**src/rtl/vga_pkg.sv**
```systemverilog
// Shared pixel-format definitions for the VGA pixel fetch/format stage:
// mode encoding, bits-per-pixel lookup and MSB-replicating channel expansion.
package vga_pkg;

  typedef enum logic [2:0] {
    RGB332 = 3'd0,
    RGB444 = 3'd1,
    RGB555 = 3'd2,
    RGB565 = 3'd3,
    RGB888 = 3'd4
  } vga_mode_e;

  // Mode restored by reset
  localparam logic [2:0] MODE_RESET = RGB565;

  // Per-mode slot sizes in bits
  localparam int BPP_8  = 8;
  localparam int BPP_16 = 16;
  localparam int BPP_32 = 32;

  // Widest slot actually carrying colour (RGB888 uses the low 24 of 32 bits)
  localparam int SLOT_W = 24;

  // Bits per pixel slot for a mode; 0 for reserved encodings
  function automatic int vga_bpp(input logic [2:0] mode);
    case (mode)
      RGB332:                 return BPP_8;
      RGB444, RGB555, RGB565: return BPP_16;
      RGB888:                 return BPP_32;
      default:                return 0;
    endcase
  endfunction

  // Expand a width-bit channel (right-aligned in value) to 8 bits by
  // repeating the channel from its MSB downwards until 8 bits are filled.
  function automatic logic [7:0] vga_expand(input logic [7:0] value, input int width);
    logic [7:0] res;
    logic [2:0] sel;
    res = '0;
    if (width >= 1 && width <= 8) begin
      for (int i = 0; i < 8; i++) begin
        sel    = 3'(width - 1 - ((7 - i) % width));
        res[i] = value[sel];
      end
    end
    return res;
  endfunction

endpackage

```
**src/rtl/vga_fifo.sv**
```systemverilog
// Small synchronous FIFO of framebuffer words. The head word is visible
// combinationally so the consumer can read a pixel and pop in the same clock.
module vga_fifo #(
  parameter  int WIDTH = 64,
  parameter  int DEPTH = 4,
  localparam int AW    = $clog2(DEPTH),
  localparam int CNT_W = AW + 1
) (
  input  logic             clk_i,
  input  logic             rst_n_i,
  input  logic             push_i,
  input  logic             pop_i,
  input  logic             flush_i,
  input  logic [WIDTH-1:0] data_i,
  output logic [WIDTH-1:0] head_o,
  output logic             full_o,
  output logic             empty_o,
  output logic [CNT_W-1:0] cnt_o
);

  logic [WIDTH-1:0] mem_q [DEPTH];
  logic [AW-1:0]    wr_q, wr_d;
  logic [AW-1:0]    rd_q, rd_d;
  logic [CNT_W-1:0] cnt_q, cnt_d;
  logic             do_push, do_pop;

  assign full_o  = (cnt_q == CNT_W'(DEPTH));
  assign empty_o = (cnt_q == '0);
  assign cnt_o   = cnt_q;
  assign head_o  = mem_q[rd_q];

  assign do_push = push_i & ~full_o & ~flush_i;
  assign do_pop  = pop_i & ~empty_o & ~flush_i;

  // Pointer and occupancy next-state; flush empties the FIFO outright
  always_comb begin
    wr_d  = wr_q;
    rd_d  = rd_q;
    cnt_d = cnt_q;
    if (flush_i) begin
      wr_d  = '0;
      rd_d  = '0;
      cnt_d = '0;
    end else begin
      if (do_push) wr_d = wr_q + 1'b1;
      if (do_pop)  rd_d = rd_q + 1'b1;
      case ({do_push, do_pop})
        2'b10:   cnt_d = cnt_q + 1'b1;
        2'b01:   cnt_d = cnt_q - 1'b1;
        default: cnt_d = cnt_q;
      endcase
    end
  end

  // Control state register
  always_ff @(posedge clk_i or negedge rst_n_i) begin
    if (!rst_n_i) begin
      wr_q  <= '0;
      rd_q  <= '0;
      cnt_q <= '0;
    end else begin
      wr_q  <= wr_d;
      rd_q  <= rd_d;
      cnt_q <= cnt_d;
    end
  end

  // Word storage; data needs no reset because occupancy gates its use
  always_ff @(posedge clk_i) begin
    if (do_push) mem_q[wr_q] <= data_i;
  end

endmodule

```
**src/rtl/vga_pixfmt.sv**
```systemverilog
// Pixel fetch/format stage: buffers framebuffer words, unpacks one pixel per
// pixel-clock enable during active display, expands the selected format to
// 8-bit RGB and keeps a sticky underflow flag for empty-FIFO pixel steps.
module vga_pixfmt
  import vga_pkg::*;
#(
  parameter  int BUS_WIDTH = 64,
  parameter  int DEPTH     = 4,
  localparam int CNT_W     = $clog2(DEPTH) + 1
) (
  input  logic                 clk_i,
  input  logic                 rst_n_i,
  input  logic                 en_i,
  input  logic [2:0]           mode_i,
  input  logic                 pclk_en_i,
  input  logic                 de_i,
  input  logic                 vend_i,
  input  logic                 pixel_valid_i,
  output logic                 pixel_ready_o,
  input  logic [BUS_WIDTH-1:0] pixel_data_i,
  output logic [7:0]           vga_r_o,
  output logic [7:0]           vga_g_o,
  output logic [7:0]           vga_b_o,
  output logic                 underflow_o,
  input  logic                 clr_uf_i,
  output logic [CNT_W-1:0]     fifo_cnt_o
);

  // Sub-index must cover the densest packing (8 bpp)
  localparam int IDX_W = $clog2(BUS_WIDTH / BPP_8);
  localparam int SH_W  = $clog2(BUS_WIDTH);

  logic [BUS_WIDTH-1:0] head;
  logic                 full, empty;
  logic                 push, pop, flush;

  logic [IDX_W-1:0] idx_q, idx_d;
  logic [2:0]       mode_q, mode_d;
  logic [7:0]       r_q, g_q, b_q;
  logic [7:0]       r_d, g_d, b_d;
  logic             uf_q, uf_d;

  logic [IDX_W-1:0]  ppw_m1;
  logic [SH_W-1:0]   sh;
  logic [SLOT_W-1:0] slot;
  logic              mode_ok;
  logic [7:0]        pr, pg, pb;
  logic              step, fetch, last;

  // Ready also drops while reset is asserted so all outputs read 0 in reset
  assign pixel_ready_o = rst_n_i & en_i & ~full & ~vend_i;
  assign push          = pixel_valid_i & pixel_ready_o;
  assign flush         = vend_i | ~en_i;

  vga_fifo #(
    .WIDTH (BUS_WIDTH),
    .DEPTH (DEPTH)
  ) u_fifo (
    .clk_i   (clk_i),
    .rst_n_i (rst_n_i),
    .push_i  (push),
    .pop_i   (pop),
    .flush_i (flush),
    .data_i  (pixel_data_i),
    .head_o  (head),
    .full_o  (full),
    .empty_o (empty),
    .cnt_o   (fifo_cnt_o)
  );

  // Slot selection and channel expansion for the active mode
  always_comb begin
    mode_ok = 1'b1;
    ppw_m1  = '0;
    sh      = '0;
    case (mode_q)
      RGB332: begin
        ppw_m1 = IDX_W'(BUS_WIDTH / vga_bpp(RGB332) - 1);
        sh     = SH_W'(idx_q) << 3;
      end
      RGB444, RGB555, RGB565: begin
        ppw_m1 = IDX_W'(BUS_WIDTH / vga_bpp(RGB565) - 1);
        sh     = SH_W'(idx_q) << 4;
      end
      RGB888: begin
        ppw_m1 = IDX_W'(BUS_WIDTH / vga_bpp(RGB888) - 1);
        sh     = SH_W'(idx_q) << 5;
      end
      default: mode_ok = 1'b0;
    endcase

    slot = SLOT_W'(head >> sh);

    pr = '0;
    pg = '0;
    pb = '0;
    case (mode_q)
      RGB332: begin
        pr = vga_expand({5'b0, slot[7:5]}, 3);
        pg = vga_expand({5'b0, slot[4:2]}, 3);
        pb = vga_expand({6'b0, slot[1:0]}, 2);
      end
      RGB444: begin
        pr = vga_expand({4'b0, slot[11:8]}, 4);
        pg = vga_expand({4'b0, slot[7:4]}, 4);
        pb = vga_expand({4'b0, slot[3:0]}, 4);
      end
      RGB555: begin
        pr = vga_expand({3'b0, slot[14:10]}, 5);
        pg = vga_expand({3'b0, slot[9:5]}, 5);
        pb = vga_expand({3'b0, slot[4:0]}, 5);
      end
      RGB565: begin
        pr = vga_expand({3'b0, slot[15:11]}, 5);
        pg = vga_expand({2'b0, slot[10:5]}, 6);
        pb = vga_expand({3'b0, slot[4:0]}, 5);
      end
      RGB888: begin
        pr = slot[23:16];
        pg = slot[15:8];
        pb = slot[7:0];
      end
      default: begin
        pr = '0;
        pg = '0;
        pb = '0;
      end
    endcase
  end

  assign step  = pclk_en_i & de_i & en_i;
  assign fetch = step & ~empty & mode_ok;
  assign last  = (idx_q == ppw_m1);
  assign pop   = fetch & last;

  // Next-state for sub-index, mode latch, RGB registers and underflow flag
  always_comb begin
    idx_d  = idx_q;
    mode_d = mode_q;
    r_d    = r_q;
    g_d    = g_q;
    b_d    = b_q;
    uf_d   = uf_q;

    if (flush) begin
      idx_d  = '0;
      mode_d = mode_i;
    end else if (fetch) begin
      idx_d = last ? '0 : idx_q + 1'b1;
    end

    if (!en_i) begin
      r_d = '0;
      g_d = '0;
      b_d = '0;
    end else if (pclk_en_i) begin
      r_d = fetch ? pr : 8'h00;
      g_d = fetch ? pg : 8'h00;
      b_d = fetch ? pb : 8'h00;
    end

    if (step && empty) uf_d = 1'b1;
    else if (clr_uf_i) uf_d = 1'b0;
  end

  // State and output registers
  always_ff @(posedge clk_i or negedge rst_n_i) begin
    if (!rst_n_i) begin
      idx_q  <= '0;
      mode_q <= MODE_RESET;
      r_q    <= '0;
      g_q    <= '0;
      b_q    <= '0;
      uf_q   <= 1'b0;
    end else begin
      idx_q  <= idx_d;
      mode_q <= mode_d;
      r_q    <= r_d;
      g_q    <= g_d;
      b_q    <= b_d;
      uf_q   <= uf_d;
    end
  end

  assign vga_r_o     = r_q;
  assign vga_g_o     = g_q;
  assign vga_b_o     = b_q;
  assign underflow_o = uf_q;

endmodule

```
**config.mk**
```make
export PLATFORM = sky130hd
export DESIGN_NAME = vga_pixfmt
export DESIGN_NICKNAME = d
export VERILOG_FILES = /design/src/rtl/vga_pkg.sv /design/src/rtl/vga_fifo.sv /design/src/rtl/vga_pixfmt.sv
export SDC_FILE = /design/constraint.sdc
export NUM_CORES = 1
export LEC_CHECK = 0
export BUFFER_PORTS_ARGS = -buffer_cell sky130_fd_sc_hd__buf_2
export CAP_MARGIN = 20
export CORE_AREA = 8 8 179 181
export DETAILED_ROUTE_END_ITERATION = 12
export DIE_AREA = 0 0 187 189
export GPL_TIMING_DRIVEN = 0
export SLEW_MARGIN = 10
export SYNTH_ARGS = -nofsm -noshare
export SYNTH_HDL_FRONTEND = slang
export SYNTH_SLANG_ARGS = --single-unit
```
**constraint.sdc**
```tcl
create_clock -name clk_i -period 4.4 [get_ports clk_i]
set_input_delay 0.22 -clock clk_i [delete_from_list [all_inputs] [get_ports clk_i]]
set_output_delay 0.22 -clock clk_i [all_outputs]
set_load 0.005 [all_outputs]
```
After elaboration in Yosys (flattened, before gate mapping)
Memory sizes are Yosys's and may differ from the RTL's.
Cells that the tools add are included.
{ "op_classes": {"n_addsub": 5, "eq_ne": 9, "shifts": 1, "mux": 28, "n_bitwise": 19, "reduce_logical": 11} }
{ "op_table": {"columns": ["op", "count"], "rows": [
  ["case mux 8 bit (5 select lines)", 2],
  ["two-way mux 8 bit", 9],
  [">> shifter 64 x 6 -> 24 bit", 1],
  ["case mux 8 bit (4 select lines)", 1],
  ["case mux 6 bit (3 select lines)", 1],
  ["bitwise AND 1 bit", 13],
  ["two-way mux 3 bit", 4],
  ["case mux 3 bit (3 select lines)", 1],
  ["two-way mux 2 bit", 4],
  ["nonzero test 2 bit", 4],
  ["adder 3 x 1 -> 3 bit (second input constant)", 2],
  ["== test 3 x 2 -> 1 bit (second input constant)", 2],
  ["== test 3 bit (second input constant)", 2],
  ["zero test 3 bit", 2],
  ["case mux 3 bit (2 select lines)", 1],
  ["two-way mux 1 bit", 5],
  ["inverter 1 bit", 5],
  ["OR reduction 5 bit", 1],
  ["adder 2 x 1 -> 2 bit (second input constant)", 2],
  ["== test 3 x 1 -> 1 bit (second input constant)", 1],
  ["== test 3 bit", 1],
  ["nonzero test 3 bit", 1],
  ["OR reduction 3 bit", 1],
  ["subtractor 3 x 1 -> 3 bit (second input constant)", 1],
  ["other kinds (6)", 6]
]} }
{ "word_totals": {"regBits": 38, "ramBits": 256, "input_bits": 75, "wordCells": 83, "memories": 1} }
{ "memory_table": {"columns": ["memory", "depth", "width", "read_ports", "rd_ports_with_merged_regs", "write_ports", "line", "text"], "rows": [
  ["u_fifo.mem_q", 4, 64, 1, 0, 1, "vga_fifo.sv:21", "logic [WIDTH-1:0] mem_q [DEPTH];"]
]} }

Depth between registers and ports, before layout
{ "depth": {"word_depth": 10, "mapped_depth": 15} }

By module
From an unflattened synthesis, not the netlist that was laid out.
{ "hier_totals": {"hier_cells": 828, "area_unflattened_um2": 13420.4} }
{ "modules_own_cells": {"columns": ["module", "instances", "cells_each", "area_per_inst_um2", "seq_area_each_um2"], "rows": [
  ["vga_fifo", 1, 398, 9785.6, 7862.5],
  ["vga_pixfmt", 1, 430, 3634.7, 778.2]
]} }

Least setup slack after synthesis
Ideal clock, no wire load.
{ "synth_timing": {"path_type": "register -> register", "start": "reg mode_q[0]", "end": "reg r_q[0], in the netlist vga_r_o[0]", "setup_time_ns": 0.126, "arrival_time_ns": 3.213, "t_required_ns": 4.274, "path_slack_ns": 1.061, "stages_incl_launch_ff": 15, "path_buffers": 3, "synth_period_minus_slack_ns": 3.339, "cell_sequence": "dfstp_2 > buf_2 > clkbuf_1 > nor2_1 > nand2_1 > inv_1 > ha_1 > or3b_2 > o211ai_1 > clkbuf_1 > nand3_1 > a211o_1 > nand3_1 > nand3_1 > a221o_1"} }
{ "synth_via": {"elab_chain_len": 8, "elab_cells_between_ends": 15, "cone_classes": "eq/ne (4); shift (1); mux (6); bitwise (1); reduce/logical (3)"} }
{ "synth_lines": {"columns": ["item", "line", "text"], "rows": [
  ["start: declaration", "vga_pixfmt.sv:38", "logic [2:0] mode_q, mode_d;"],
  ["start signal: assignment", "vga_pixfmt.sv:177", "mode_q <= mode_d;"],
  ["== test 3 x 2 -> 1 bit or == test 3 x 1 -> 1 bit (tied branches)", "vga_pixfmt.sv:76, vga_pixfmt.sv:97", null],
  ["OR reduction 3 bit", "vga_pixfmt.sv:76", "case (mode_q)"],
  ["case mux 6 bit (3 select lines)", "vga_pixfmt.sv:76", null],
  [">> shifter 64 x 6 -> 24 bit", "vga_pixfmt.sv:92", "slot = SLOT_W'(head >> sh);"],
  ["case mux 8 bit (5 select lines)", "vga_pixfmt.sv:97", "case (mode_q)"],
  ["two-way mux 8 bit (*)", "vga_pixfmt.sv:157", "r_d = fetch ? pr : 8'h00;"],
  ["two-way mux 8 bit (*)", "vga_pixfmt.sv:156", "end else if (pclk_en_i) begin"],
  ["two-way mux 8 bit (*)", "vga_pixfmt.sv:152", "if (!en_i) begin"],
  ["end signal: assignment", "vga_pixfmt.sv:178", "r_q <= r_d;"],
  ["end: declaration", "vga_pixfmt.sv:39", "logic [7:0] r_q, g_q, b_q;"]
]} }
Every way passes the cells marked *; elsewhere a longest branch is shown, timed or not. The select of a mux whose other input is x is not followed.
A chain may end at the register's enable or synchronous reset.

Final worst setup path
{ "layout_timing": {"start": "reg mode_q[2]", "end": "reg b_q[7], in the netlist vga_b_o[7]"} }
{ "layout_via": {"elab_chain_len": 8, "elab_cells_between_ends": 16, "cone_classes": "eq/ne (4); shift (1); mux (6); bitwise (1); reduce/logical (4)"} }
{ "layout_lines": {"columns": ["item", "line", "text"], "rows": [
  ["== test 3 x 2 -> 1 bit or == test 3 x 1 -> 1 bit (tied branches)", "vga_pixfmt.sv:76, vga_pixfmt.sv:97", null],
  ["OR reduction 3 bit", "vga_pixfmt.sv:76", null],
  ["case mux 6 bit (3 select lines)", "vga_pixfmt.sv:76", null],
  [">> shifter 64 x 6 -> 24 bit", "vga_pixfmt.sv:92", null],
  ["case mux 8 bit (4 select lines)", "vga_pixfmt.sv:97", null],
  ["two-way mux 8 bit (*)", "vga_pixfmt.sv:159", "b_d = fetch ? pb : 8'h00;"],
  ["two-way mux 8 bit (*)", "vga_pixfmt.sv:156", null],
  ["two-way mux 8 bit (*)", "vga_pixfmt.sv:152", null],
  ["end signal: assignment", "vga_pixfmt.sv:173", "b_q <= '0;"],
  ["end signal: assignment", "vga_pixfmt.sv:180", "b_q <= b_d;"],
  ["end: declaration", "vga_pixfmt.sv:39", null]
]} }
Marked as above.

==> impl_metrics.env <==
export IMPL_tightestPinTransition_ns=0.944
export IMPL_die_y_um=189
export IMPL_slowest_delay_ns=0.46
export IMPL_die_area_um2=35300
export IMPL_io_pins=104
export IMPL_synthesis_area_um2=12900
export IMPL_clk_latency_ns=0.56
export IMPL_grt_pass1_vias=8270
export IMPL_synth_edf_count=256
export IMPL_synth_largest_area_cell="edfxtp_1"
export IMPL_vias_per_cell=5.64
export IMPL_p_int_mw=4.72
export IMPL_yosys_area_top_type_share_pct=59.6
export IMPL_rsz0062_at_grt="false"
export IMPL_clk_pin_slew_ns=0.06
export IMPL_vdd_drop_max_uv=314
export IMPL_clock_sinks=294
export IMPL_dpl_worst_slack_ns=0.0762
export IMPL_row_count=63
export IMPL_hold_ws_ns=0.204
export IMPL_gp_congestion=0.925
export IMPL_core_um2=29200
export IMPL_grt_max_degree=52
export IMPL_ys_flop_type="edfxtp_1"
export IMPL_setup_violations_final=0
export IMPL_layoutNonFillerInstCount=1429
export IMPL_syn_nets=888
export IMPL_start_util_pct=44.1
export IMPL_start_kind="register"
export IMPL_syn_to_final_growth_pct=22.0
export IMPL_port_buffers=103
export IMPL_syn_area_per_cell_um2=16.0
export IMPL_clock_power_share_pct=43.1
export IMPL_drt_first_iter_violations=781
export IMPL_netlist_top_cells_count="edfxtp_1 (256), nand2_1 (82), mux4_2 (66), mux2i_1 (47), nor2_1 (42)"
export IMPL_slew_headroom_pct=36.9
export IMPL_dp_cells=1303
export IMPL_antenna_found_initial=0
export IMPL_endpoint_kind="register"
export IMPL_setup_ws_ns=0.250
export IMPL_cts_max_path_buffers=3
export IMPL_numCtsBuffers=31
export IMPL_grt_ovfl_total=0
export IMPL_fillers=2395
export IMPL_yosys_cell_count_top_type="edfxtp_1"
export IMPL_period_minus_slack_ns=4.15
export IMPL_drive_above_1_share_pct=25.6
export IMPL_synth_distinct_cells=62
export IMPL_root_buffer="clkbuf_16"
export IMPL_ys_seq_elements=294
export IMPL_die_x_um=187
export IMPL_combPwrFrac_pct=5.6
export IMPL_htreeDepth=1
export IMPL_path_max_fanout=10
export IMPL_async_flop_share_pct=12.9
export IMPL_leakage_nw=5.75
export IMPL_nets=1097
export IMPL_maxCapViolations=0
export IMPL_routedWlPerCell_um=22.9
export IMPL_clock_skew_ns=0.0113
export IMPL_cts_tree="built"
export IMPL_worst_path_max_delay_cell="dfrtp_1"
export IMPL_swShare_pct=20.9
export IMPL_fin_crit_sh_pct=94.3
export IMPL_p_per_area_nw_per_um2=379
export IMPL_crit_required_ns=4.84
export IMPL_p_sw_mw=1.25
export IMPL_status="completed"
export IMPL_grt_pass1_wl_um=50700
export IMPL_netlist_instances=806
export IMPL_ys_top_cells_by_area="edfxtp_1 (60%), mux4_2 (12%), dfrtp_1 (7.0%), mux2i_1 (3.6%), nand2_1 (2.4%)"
export IMPL_crit_top_cell="inv_1"
export IMPL_yosysSeqAreaShare_pct=67.0
export IMPL_grt_total_usage_pct=18.3
export IMPL_fin_util_pct=53.8
export IMPL_crit_chain="clkbuf_1 > inv_1 > nand2_1 > inv_1 > ha_1 > or2_2 > o211ai_1 > buf_4 > buf_2 > nor3_1 > a21o_1 > nor2_1 > o22ai_1 > a221o_1"
export IMPL_hold_path_class="input pin to register"
export IMPL_vias=8062
export IMPL_antenna_left=0
export IMPL_hpwl_um=22400
export IMPL_ys_warnings_count=0
export IMPL_hold_viol=0
export IMPL_cp_arrival_ns=4.59
export IMPL_seqPwrFrac_pct=51.3
export IMPL_diodes=0
export IMPL_critical_path_class="register to register"
export IMPL_first_pass_iters=5
export IMPL_routed_wl_um=32700
export IMPL_route_detailed_drc=0
export IMPL_drv_slew=0
export IMPL_fmax_mhz=241
export IMPL_total_power_mw=5.96
[repair_timing]
item,4_1_cts,5_1_grt
endpoints found under the hold margin,296,0
endpoints found under the setup margin,0,19
hold buffers,70,0
buffers inserted,0,1
resized for setup,0,2
[placed cells by master, fill, tap and decap left out, types with 6 or more instances in the layout]
cell	count
a211o_1	6
a21oi_1	29
a221o_1	13
a31oi_1	7
buf_2	123
clkbuf_1	25
clkbuf_16	31
clkinv_1	7
dfrtp_1	36
dlygate4sd3_1	70
edfxtp_1	256
ha_1	6
inv_1	7
mux2_2	9
mux2i_1	47
mux4_2	66
nand2_1	82
nand3_1	17
nand4_1	8
nor2_1	42
nor3_1	13
o21ai_0	22
[cells by family after synthesis]
family | share of synthesized area (%)
simple gates | 6.86
xor+xnor | 0.340
compound gates | 6.91
buf+inv | 2.06
flops | 67.0
fa+ha+maj | 0.737
mux | 16.1
[sequential cells by signal, indices dropped and copies added, names as in the netlist]
register,count
u_fifo.mem_q,256
vga_g_o,8
idx_q,3
u_fifo.cnt_o,3
underflow_o,1
mode_q,3
u_fifo.rd_q,2
u_fifo.wr_q,2
vga_r_o,8
vga_b_o,8
[path summary, 6_finish.rpt]
kind                       startpoint    endpoint  slack [ns]  cells past startpoint
setup / recovery            mode_q[2]  vga_b_o[7]        0.25                     14
hold / removal                   en_i   mode_q[1]        0.20                      5
setup reg to reg            mode_q[2]  vga_b_o[7]        0.25                     14
hold reg to reg            vga_g_o[6]  vga_g_o[6]        0.50                      2
max in group asynchronous     rst_n_i    idx_q[0]        3.51                      2
min in group asynchronous     rst_n_i  vga_g_o[5]        0.33                      2
[routing by layer]
metal | global-route usage [%] | vias to the layer above | wire (µm)
li1 | - | 3653 | -
met1 | 25.3 | 4060 | 14500
met2 | 29.7 | 303 | 15400
met3 | 3.22 | 46 | 2000
met4 | 5.07 | 0 | 732
met5 | 0 | - | 0
[stage by stage]
| stage | TNS, ns | area (µm²) |
|---|---|---|
| 2_1_floorplan | 0 | 12900 |
| 3_3_place_gp | -146.59 | 13900 |
| 5_1_grt | 0 | 15700 |
| 4_1_cts | 0 | 15700 |
| 6_report | 0 | 15700 |
| 3_5_place_dp | 0 | 14000 |
[worst max-delay path: cells and delay by family, from the launching register on]
family | cells | cell delay [ns]
adders and majority gates | 1 | 0.26
buffers and inverters | 5 | 1.23
DFF | 1 | 0.46
AOI/OAI and AO/OA | 4 | 1.13
and+or+nand+nor | 4 | 0.93
[layout make-up]
cell class                 instances  area [µm²]  share of cell area, %
sequential                       294        8640                   54.9
multi-input combinational        456        4020                   25.5
timing repair buffer             178        1330                   8.43
clock buffer                      38         802                   5.10
tap                              390         488                   3.10
buffer                            46         229                   1.46
clock inverter                    19         204                   1.30
inverter                           8        30.0                  0.191
[power by group through the flow]
stage | Clock (mW) | Combinational [mW] | Sequential (mW)
2_1_floorplan | 0 | 0.146 | 3.12
3_3_place_gp | 0 | 0.273 | 3.12
3_5_place_dp | 0 | 0.278 | 3.12
4_1_cts | 2.63 | 0.328 | 3.06
5_1_grt | 2.73 | 0.360 | 3.06
6_report | 2.57 | 0.335 | 3.06
No activity file was read; power rests on OpenSTA's default activity.
